### config.mk
export PLATFORM = sky130hd
export DESIGN_NAME = seg_scan_6
export DESIGN_NICKNAME = d
export VERILOG_FILES = /design/src/rtl/seg_scan_6.sv
export SDC_FILE = /design/constraint.sdc
export NUM_CORES = 1
export LEC_CHECK = 0
export CELL_PAD_IN_SITES_DETAIL_PLACEMENT = 1
export CELL_PAD_IN_SITES_GLOBAL_PLACEMENT = 2
export CORE_ASPECT_RATIO = 0.6
export CORE_MARGIN = 4
export CORE_UTILIZATION = 38
export CTS_BUF_LIST = sky130_fd_sc_hd__clkbuf_4 sky130_fd_sc_hd__clkbuf_8
export DETAILED_ROUTE_END_ITERATION = 12
export PLACE_DENSITY = 0.95
export SETUP_SLACK_MARGIN = 0.2
export SKIP_LAST_GASP = 1
export SYNTH_ARGS = -nofsm -noshare
export SYNTH_HDL_FRONTEND = slang
export SYNTH_SLANG_ARGS = --single-unit
### constraint.sdc
create_clock -name clk -period 6.75 [get_ports clk]
set_input_delay 1.35 -clock clk [delete_from_list [all_inputs] [get_ports clk]]
set_output_delay 1.35 -clock clk [all_outputs]
set_load 0.005 [all_outputs]
### src/rtl/seg_scan_6.sv
// seg_scan_6: six-digit multiplexed common-cathode 7-segment scan driver.
// Snapshots the time digits once per frame, then walks slots 0..5 with a
// guard interval, leading-zero blanking, per-slot blink and colon dots.
module seg_scan_6 #(
  parameter int unsigned SCAN_DIV  = 50000,
  parameter int unsigned GUARD     = 500,
  parameter int unsigned BLINK_DIV = 25000000
) (
  input  logic       clk,
  input  logic       rst,
  input  logic [2:0] hour_t,
  input  logic [3:0] hour_o,
  input  logic [3:0] min_t,
  input  logic [3:0] min_o,
  input  logic [3:0] sec_t,
  input  logic [3:0] sec_o,
  input  logic       lz_blank,
  input  logic [5:0] blink_mask,
  input  logic       dp_en,
  output logic [7:0] seg,
  output logic [5:0] com
);

  localparam int unsigned DIV_W   = (SCAN_DIV > 1) ? $clog2(SCAN_DIV) : 1;
  localparam int unsigned BLINK_W = (BLINK_DIV > 1) ? $clog2(BLINK_DIV) : 1;
  localparam int unsigned SLOT_W  = 3;

  localparam logic [DIV_W-1:0]   DIV_LAST   = DIV_W'(SCAN_DIV - 1);
  localparam logic [DIV_W-1:0]   GUARD_END  = DIV_W'(GUARD);
  localparam logic [BLINK_W-1:0] BLINK_LAST = BLINK_W'(BLINK_DIV - 1);
  localparam logic [SLOT_W-1:0]  SLOT_LAST  = SLOT_W'(5);

  localparam logic [5:0] COM_OFF = 6'h3F;
  localparam logic [6:0] GLYPH_DASH = 7'h40;

  // Frame snapshot of all six digits (23 bits).
  typedef struct packed {
    logic [2:0] hour_t;
    logic [3:0] hour_o;
    logic [3:0] min_t;
    logic [3:0] min_o;
    logic [3:0] sec_t;
    logic [3:0] sec_o;
  } digits_t;

  logic [DIV_W-1:0]   div_cnt,   div_nxt;
  logic [SLOT_W-1:0]  slot,      slot_nxt;
  logic [BLINK_W-1:0] blink_cnt, blink_nxt;
  logic               blink_ph,  blink_ph_nxt;
  logic               load_pending, load_pending_nxt;
  digits_t            snap,      snap_nxt;
  logic [7:0]         seg_nxt;
  logic [5:0]         com_nxt;

  logic               tick_c;
  logic               blink_tc_c;
  logic               load_c;
  logic [3:0]         digit_c;
  logic [5:0]         slot_oh_c;
  logic [6:0]         glyph_c;
  logic               blink_hide_c;
  logic               lz_hide_c;

  // Next-state for prescaler, slot pointer, blink phase and snapshot.
  always_comb begin
    tick_c           = (div_cnt == DIV_LAST);
    blink_tc_c       = (blink_cnt == BLINK_LAST);
    load_c           = load_pending | (tick_c & (slot == SLOT_LAST));

    div_nxt          = div_cnt + DIV_W'(1);
    slot_nxt         = slot;
    blink_nxt        = blink_cnt + BLINK_W'(1);
    blink_ph_nxt     = blink_ph;
    snap_nxt         = snap;
    // The pending load always happens on the first cycle out of reset.
    load_pending_nxt = 1'b0;

    if (tick_c) begin
      div_nxt  = '0;
      slot_nxt = (slot == SLOT_LAST) ? '0 : slot + SLOT_W'(1);
    end

    if (blink_tc_c) begin
      blink_nxt    = '0;
      blink_ph_nxt = ~blink_ph;
    end

    if (load_c) begin
      snap_nxt.hour_t = hour_t;
      snap_nxt.hour_o = hour_o;
      snap_nxt.min_t  = min_t;
      snap_nxt.min_o  = min_o;
      snap_nxt.sec_t  = sec_t;
      snap_nxt.sec_o  = sec_o;
    end
  end

  // Select the current slot's digit, decode it and apply blanking.
  always_comb begin
    digit_c      = 4'd0;
    glyph_c      = GLYPH_DASH;
    slot_oh_c    = 6'b000001 << slot;
    blink_hide_c = 1'b0;
    lz_hide_c    = 1'b0;
    seg_nxt      = 8'h00;
    com_nxt      = COM_OFF;

    case (slot)
      3'd0:    digit_c = {1'b0, snap.hour_t};
      3'd1:    digit_c = snap.hour_o;
      3'd2:    digit_c = snap.min_t;
      3'd3:    digit_c = snap.min_o;
      3'd4:    digit_c = snap.sec_t;
      3'd5:    digit_c = snap.sec_o;
      default: digit_c = 4'd0;
    endcase

    case (digit_c)
      4'd0:    glyph_c = 7'h3F;
      4'd1:    glyph_c = 7'h06;
      4'd2:    glyph_c = 7'h5B;
      4'd3:    glyph_c = 7'h4F;
      4'd4:    glyph_c = 7'h66;
      4'd5:    glyph_c = 7'h6D;
      4'd6:    glyph_c = 7'h7D;
      4'd7:    glyph_c = 7'h07;
      4'd8:    glyph_c = 7'h7F;
      4'd9:    glyph_c = 7'h6F;
      default: glyph_c = GLYPH_DASH;
    endcase

    // Hours tens only ranges 0..2; anything larger is shown as a dash.
    if ((slot == 3'd0) && (digit_c > 4'd2)) begin
      glyph_c = GLYPH_DASH;
    end

    blink_hide_c = (|(blink_mask & slot_oh_c)) & ~blink_ph;
    lz_hide_c    = (slot == 3'd0) & lz_blank & (snap.hour_t == 3'd0);

    seg_nxt[6:0] = glyph_c;
    if (blink_hide_c || lz_hide_c) begin
      seg_nxt[6:0] = 7'h00;
    end
    seg_nxt[7] = dp_en & ((slot == 3'd1) | (slot == 3'd3)) & ~blink_hide_c;

    com_nxt = (div_cnt < GUARD_END) ? COM_OFF : ~slot_oh_c;
  end

  // State and output registers with synchronous reset.
  always_ff @(posedge clk) begin
    if (rst) begin
      div_cnt      <= '0;
      slot         <= '0;
      blink_cnt    <= '0;
      blink_ph     <= 1'b1;
      load_pending <= 1'b1;
      snap         <= '0;
      seg          <= 8'h00;
      com          <= COM_OFF;
    end else begin
      div_cnt      <= div_nxt;
      slot         <= slot_nxt;
      blink_cnt    <= blink_nxt;
      blink_ph     <= blink_ph_nxt;
      load_pending <= load_pending_nxt;
      snap         <= snap_nxt;
      seg          <= seg_nxt;
      com          <= com_nxt;
    end
  end

endmodule

==> impl_summary.txt <==
----------------------------------------------------
[Timing]
  Unrepaired setup endpoints after global routing ... false
  Total Neg Setup Slack ... 0 ns
  Final clock skew ... 0.0104 ns
  Setup violators final ... 0
  Period Utilization, post-route ... 52.6%
  Period minus WS final ... 3.55 ns
  Final max-slew violation count ... 0
  Crit path setup slack, layout ... 3.20 ns
  Max Clock Freq ... 282 MHz
  Final hold violations ... 0
  Transition at the pin with the smallest max-transition slack ... 1.17 ns
  Max-Slew Margin vs Limit ... 21.6%

[Clocking]
  Latest clock arrival within the worst-skew pair ... 0.36 ns
  Max clock buf depth ... 2
  Number of CTS-inserted buffers ... 9
  Post-cts sizing count ... 0
  Post-CTS setup-driven buffer insertion count ... 0
  CTS Hold Buffers Added ... 0
  Clock Tree Root ... sky130_fd_sc_hd__clkbuf_8
  CTS clock-pin slew for the worst setup and hold paths ... 0.08 ns
  Clock sink count ... 83
  Total number of H-tree levels ... 3
  Clock tree from TritonCTS ... yes

[Place]
  Post-DP HPWL ... 6.97 mm
  Setup slack at placement ... 3.25 ns
  Port Buf Inserts ... 46
  Placed cell area ... 4330 um^2
  Placer's final routability congestion estimate ... 0.819

[Final layout]
  Number of nets in the final layout ... 502
  Area Growth Syn to Fin ... 20.3%
  Cell area after layout ... 4570 um^2
  Share of cells above drive strength 1 ... 5.81%
  Number of inserted diodes ... 0

[Floorplanning]
  Initial Util ... 40.1%
  Area of the core region ... 9460 um^2
  Row count ... 27
  Chip Width ... 137 um
  Boundary pin count ... 47
  Die height ... 85.4 um
  Die area ... 11700 um^2

[Worst hold path]
  Class of the tightest hold or removal check ... flop to flop
  Cell count of the worst hold path ... 1

[Power and ir drop]
  Lkg Pwr ... 1.67 nW
  Pwr Density ... 220 nW/um^2
  Internal power ... 0.781 mW
  Sequential share of power ... 51.3%
  Maximum vdd ir drop ... 0.0000995 V
  Part of the power in combinational logic ... 7.9%
  Power spent charging and discharging nets ... 0.225 mW
  Switching portion of total power ... 22.4%
  Clock share of power ... 40.8%

[Routing]
  Number of optimization iterations in the first detailed-route pass ... 4
  Routed vias/inst ... 5.27
  Number of DRC violations after detailed-routing iteration 0 ... 138
  Antenna violation net count after detailed routing ... 0
  Total Wirelength ... 9.58 mm
  DR DRC count ... 0
  Average wire per standard cell ... 16.1 um
  Via count of the routed design ... 3138

[GRT]
  Vias in the first global route ... 3438
  Remaining global-route overflow ... 0
  Initial antenna violation count ... 0
  Largest net degree at the start of global routing ... 33
  Global-route usage over all layers ... 17.3%
  Global-route wire length before repair ... 16.2 mm

[Synth]
  Flop and latch count out of synthesis ... 83
  Number of enable-type register cells in the synthesized netlist ... 0
  Net count of the mapped netlist ... 462
  Syn Std Cell Area ... 3790 um^2
  Commonest register cell after synthesis ... sky130_fd_sc_hd__dfxtp_1
  Register area share after synthesis ... 43.8%
  Gate count after technology mapping ... 420
  Netlist cell types ... 54
  Ys async rst share ... 0%
  Warnings, synthesis ... 0
  Mean cell area of the mapped netlist ... 9.03 um^2

[Setup path]
  Sort of element at the end of the critical path ... flop
  Worst-path fanout max ... 21
  Endpoint required time on the critical path ... 6.97 ns
  Critical setup path kind ... flop to flop
  Startpoint Class ... flop
  Reg2reg path depth ... 11
  Worst path arrival time ... 3.77 ns

[Run]
  Number of maximum-capacitance constraint violations ... 0

[Outcome]
  Outcome ... completed

----------------------------------------------------
-- metal layers --
layer  global-route usage (%)  share of wire [%]
met1                     21.1                 46
met2                     29.2                 49
met3                     5.15                4.1
met4                     5.80               0.64
met5                        0                  0
-- worst max-delay path, cell delays in order (launching register included) --
cell and delay, ns:
sky130_fd_sc_hd__dfxtp_1 0.84, sky130_fd_sc_hd__inv_1 0.19, sky130_fd_sc_hd__ha_1 0.39, sky130_fd_sc_hd__a22o_1 0.33, sky130_fd_sc_hd__nor3_1 0.31, sky130_fd_sc_hd__nand2b_1 0.25
sky130_fd_sc_hd__inv_1 0.11, sky130_fd_sc_hd__ha_1 0.18, sky130_fd_sc_hd__inv_1 0.08, sky130_fd_sc_hd__o31ai_1 0.07, sky130_fd_sc_hd__a41oi_1 0.55, sky130_fd_sc_hd__nor4_1 0.12
-- layout make-up --
class / instances / area [um^2]
tap: 130 / 163
clock buffer: 12 / 159
sequential: 83 / 1660
timing repair buffer: 47 / 468
inverter: 12 / 45.0
multi-input combinational: 307 / 2000
fill: 1106 / 4890
clock inverter: 4 / 72.6
-- cell usage in the layout (no fill, tap or decap), types with 10 or more instances in the layout --
| master | synthesis | routed |
|---|---|---|
| sky130_fd_sc_hd__clkbuf_8 | 0 | 11 |
| sky130_fd_sc_hd__clkdlybuf4s50_1 | 0 | 46 |
| sky130_fd_sc_hd__dfxtp_1 | 83 | 83 |
| sky130_fd_sc_hd__inv_1 | 12 | 12 |
| sky130_fd_sc_hd__mux2i_1 | 30 | 30 |
| sky130_fd_sc_hd__nand2_1 | 23 | 23 |
| sky130_fd_sc_hd__nand3_1 | 17 | 17 |
| sky130_fd_sc_hd__nor2_1 | 83 | 83 |
| sky130_fd_sc_hd__nor3_1 | 12 | 12 |
| sky130_fd_sc_hd__nor4_1 | 10 | 10 |
| sky130_fd_sc_hd__xnor2_1 | 27 | 27 |
| sky130_fd_sc_hd__xor2_1 | 12 | 12 |
-- power groups by stage --
stage | Clock, mW | Sequential, mW | Combinational (mW)
3_5_place_dp | 0 | 0.527 | 0.0796
4_1_cts | 0.422 | 0.516 | 0.0804
5_1_grt | 0.441 | 0.518 | 0.0875
3_3_place_gp | 0 | 0.527 | 0.0761
6_report | 0.411 | 0.516 | 0.0794
2_1_floorplan | 0 | 0.524 | 0.0427
-- registers in the layout, summed over array words and instances (netlist names) --
| signal | cells |
|---|---|
| blink_cnt | 25 |
| blink_ph | 1 |
| com | 6 |
| div_cnt | 16 |
| load_pending | 1 |
| seg | 8 |
| slot | 3 |
| snap | 23 |
-- final timing paths --
kind	startpoint	endpoint	slack, ns
setup / recovery	slot[2]	seg[4]	3.20
hold / removal	blink_cnt[0]	blink_cnt[0]	0.48
setup reg to reg	slot[2]	seg[4]	3.20
hold reg to reg	blink_cnt[0]	blink_cnt[0]	0.48
-- cells by family after synthesis --
| kind of cell | share of synthesized area [%] |
|---|---|
| muxes | 8.90 |
| and+or+nand+nor | 23.6 |
| adders and majority gates | 2.97 |
| AOI/OAI and AO/OA | 8.11 |
| buffers and inverters | 3.56 |
| xor gates and xnor gates | 9.00 |
| DFF | 43.8 |
-- metrics by stage --
step                      hold slack (ns)  total power, mW  instances  util, %
after floorplan                     0.426            0.567        420        -
after global placement              0.438            0.603        579     45.8
after detailed placement            0.457            0.607        579     45.8
after CTS                           0.479             1.02        595     48.3
after global routing                0.523             1.05        595     48.3
final                               0.475             1.01        595     48.3
-- cells in the mapped netlist, types with 3 or more instances --
master                     instances  area share [%]
sky130_fd_sc_hd__a21oi_1           3            0.40
sky130_fd_sc_hd__nand2_1          23             2.3
sky130_fd_sc_hd__nor4_1           10             1.6
sky130_fd_sc_hd__or3_1             3            0.49
sky130_fd_sc_hd__mux2i_1          30             7.9
sky130_fd_sc_hd__clkbuf_1          8            0.79
sky130_fd_sc_hd__a31oi_1           3            0.49
sky130_fd_sc_hd__xnor2_1          27             6.2
sky130_fd_sc_hd__nand3b_1          3            0.59
sky130_fd_sc_hd__nand3_1          17             2.2
sky130_fd_sc_hd__xor2_1           12             2.8
sky130_fd_sc_hd__o21ai_0           6            0.79
sky130_fd_sc_hd__a211oi_1          5            0.99
sky130_fd_sc_hd__nand4_1           9             1.5
sky130_fd_sc_hd__buf_4             4            0.79
sky130_fd_sc_hd__or2_2             3            0.49
sky130_fd_sc_hd__and4_1            5             1.2
sky130_fd_sc_hd__nor2_1           83             8.2
sky130_fd_sc_hd__inv_1            12             1.2
sky130_fd_sc_hd__buf_2             6            0.79
sky130_fd_sc_hd__nand2b_1          4            0.66
sky130_fd_sc_hd__and3_1            4            0.66
sky130_fd_sc_hd__nor3_1           12             1.6
sky130_fd_sc_hd__dfxtp_1          83              44
sky130_fd_sc_hd__ha_1              9             3.0
(Power assumes the default switching activity.)
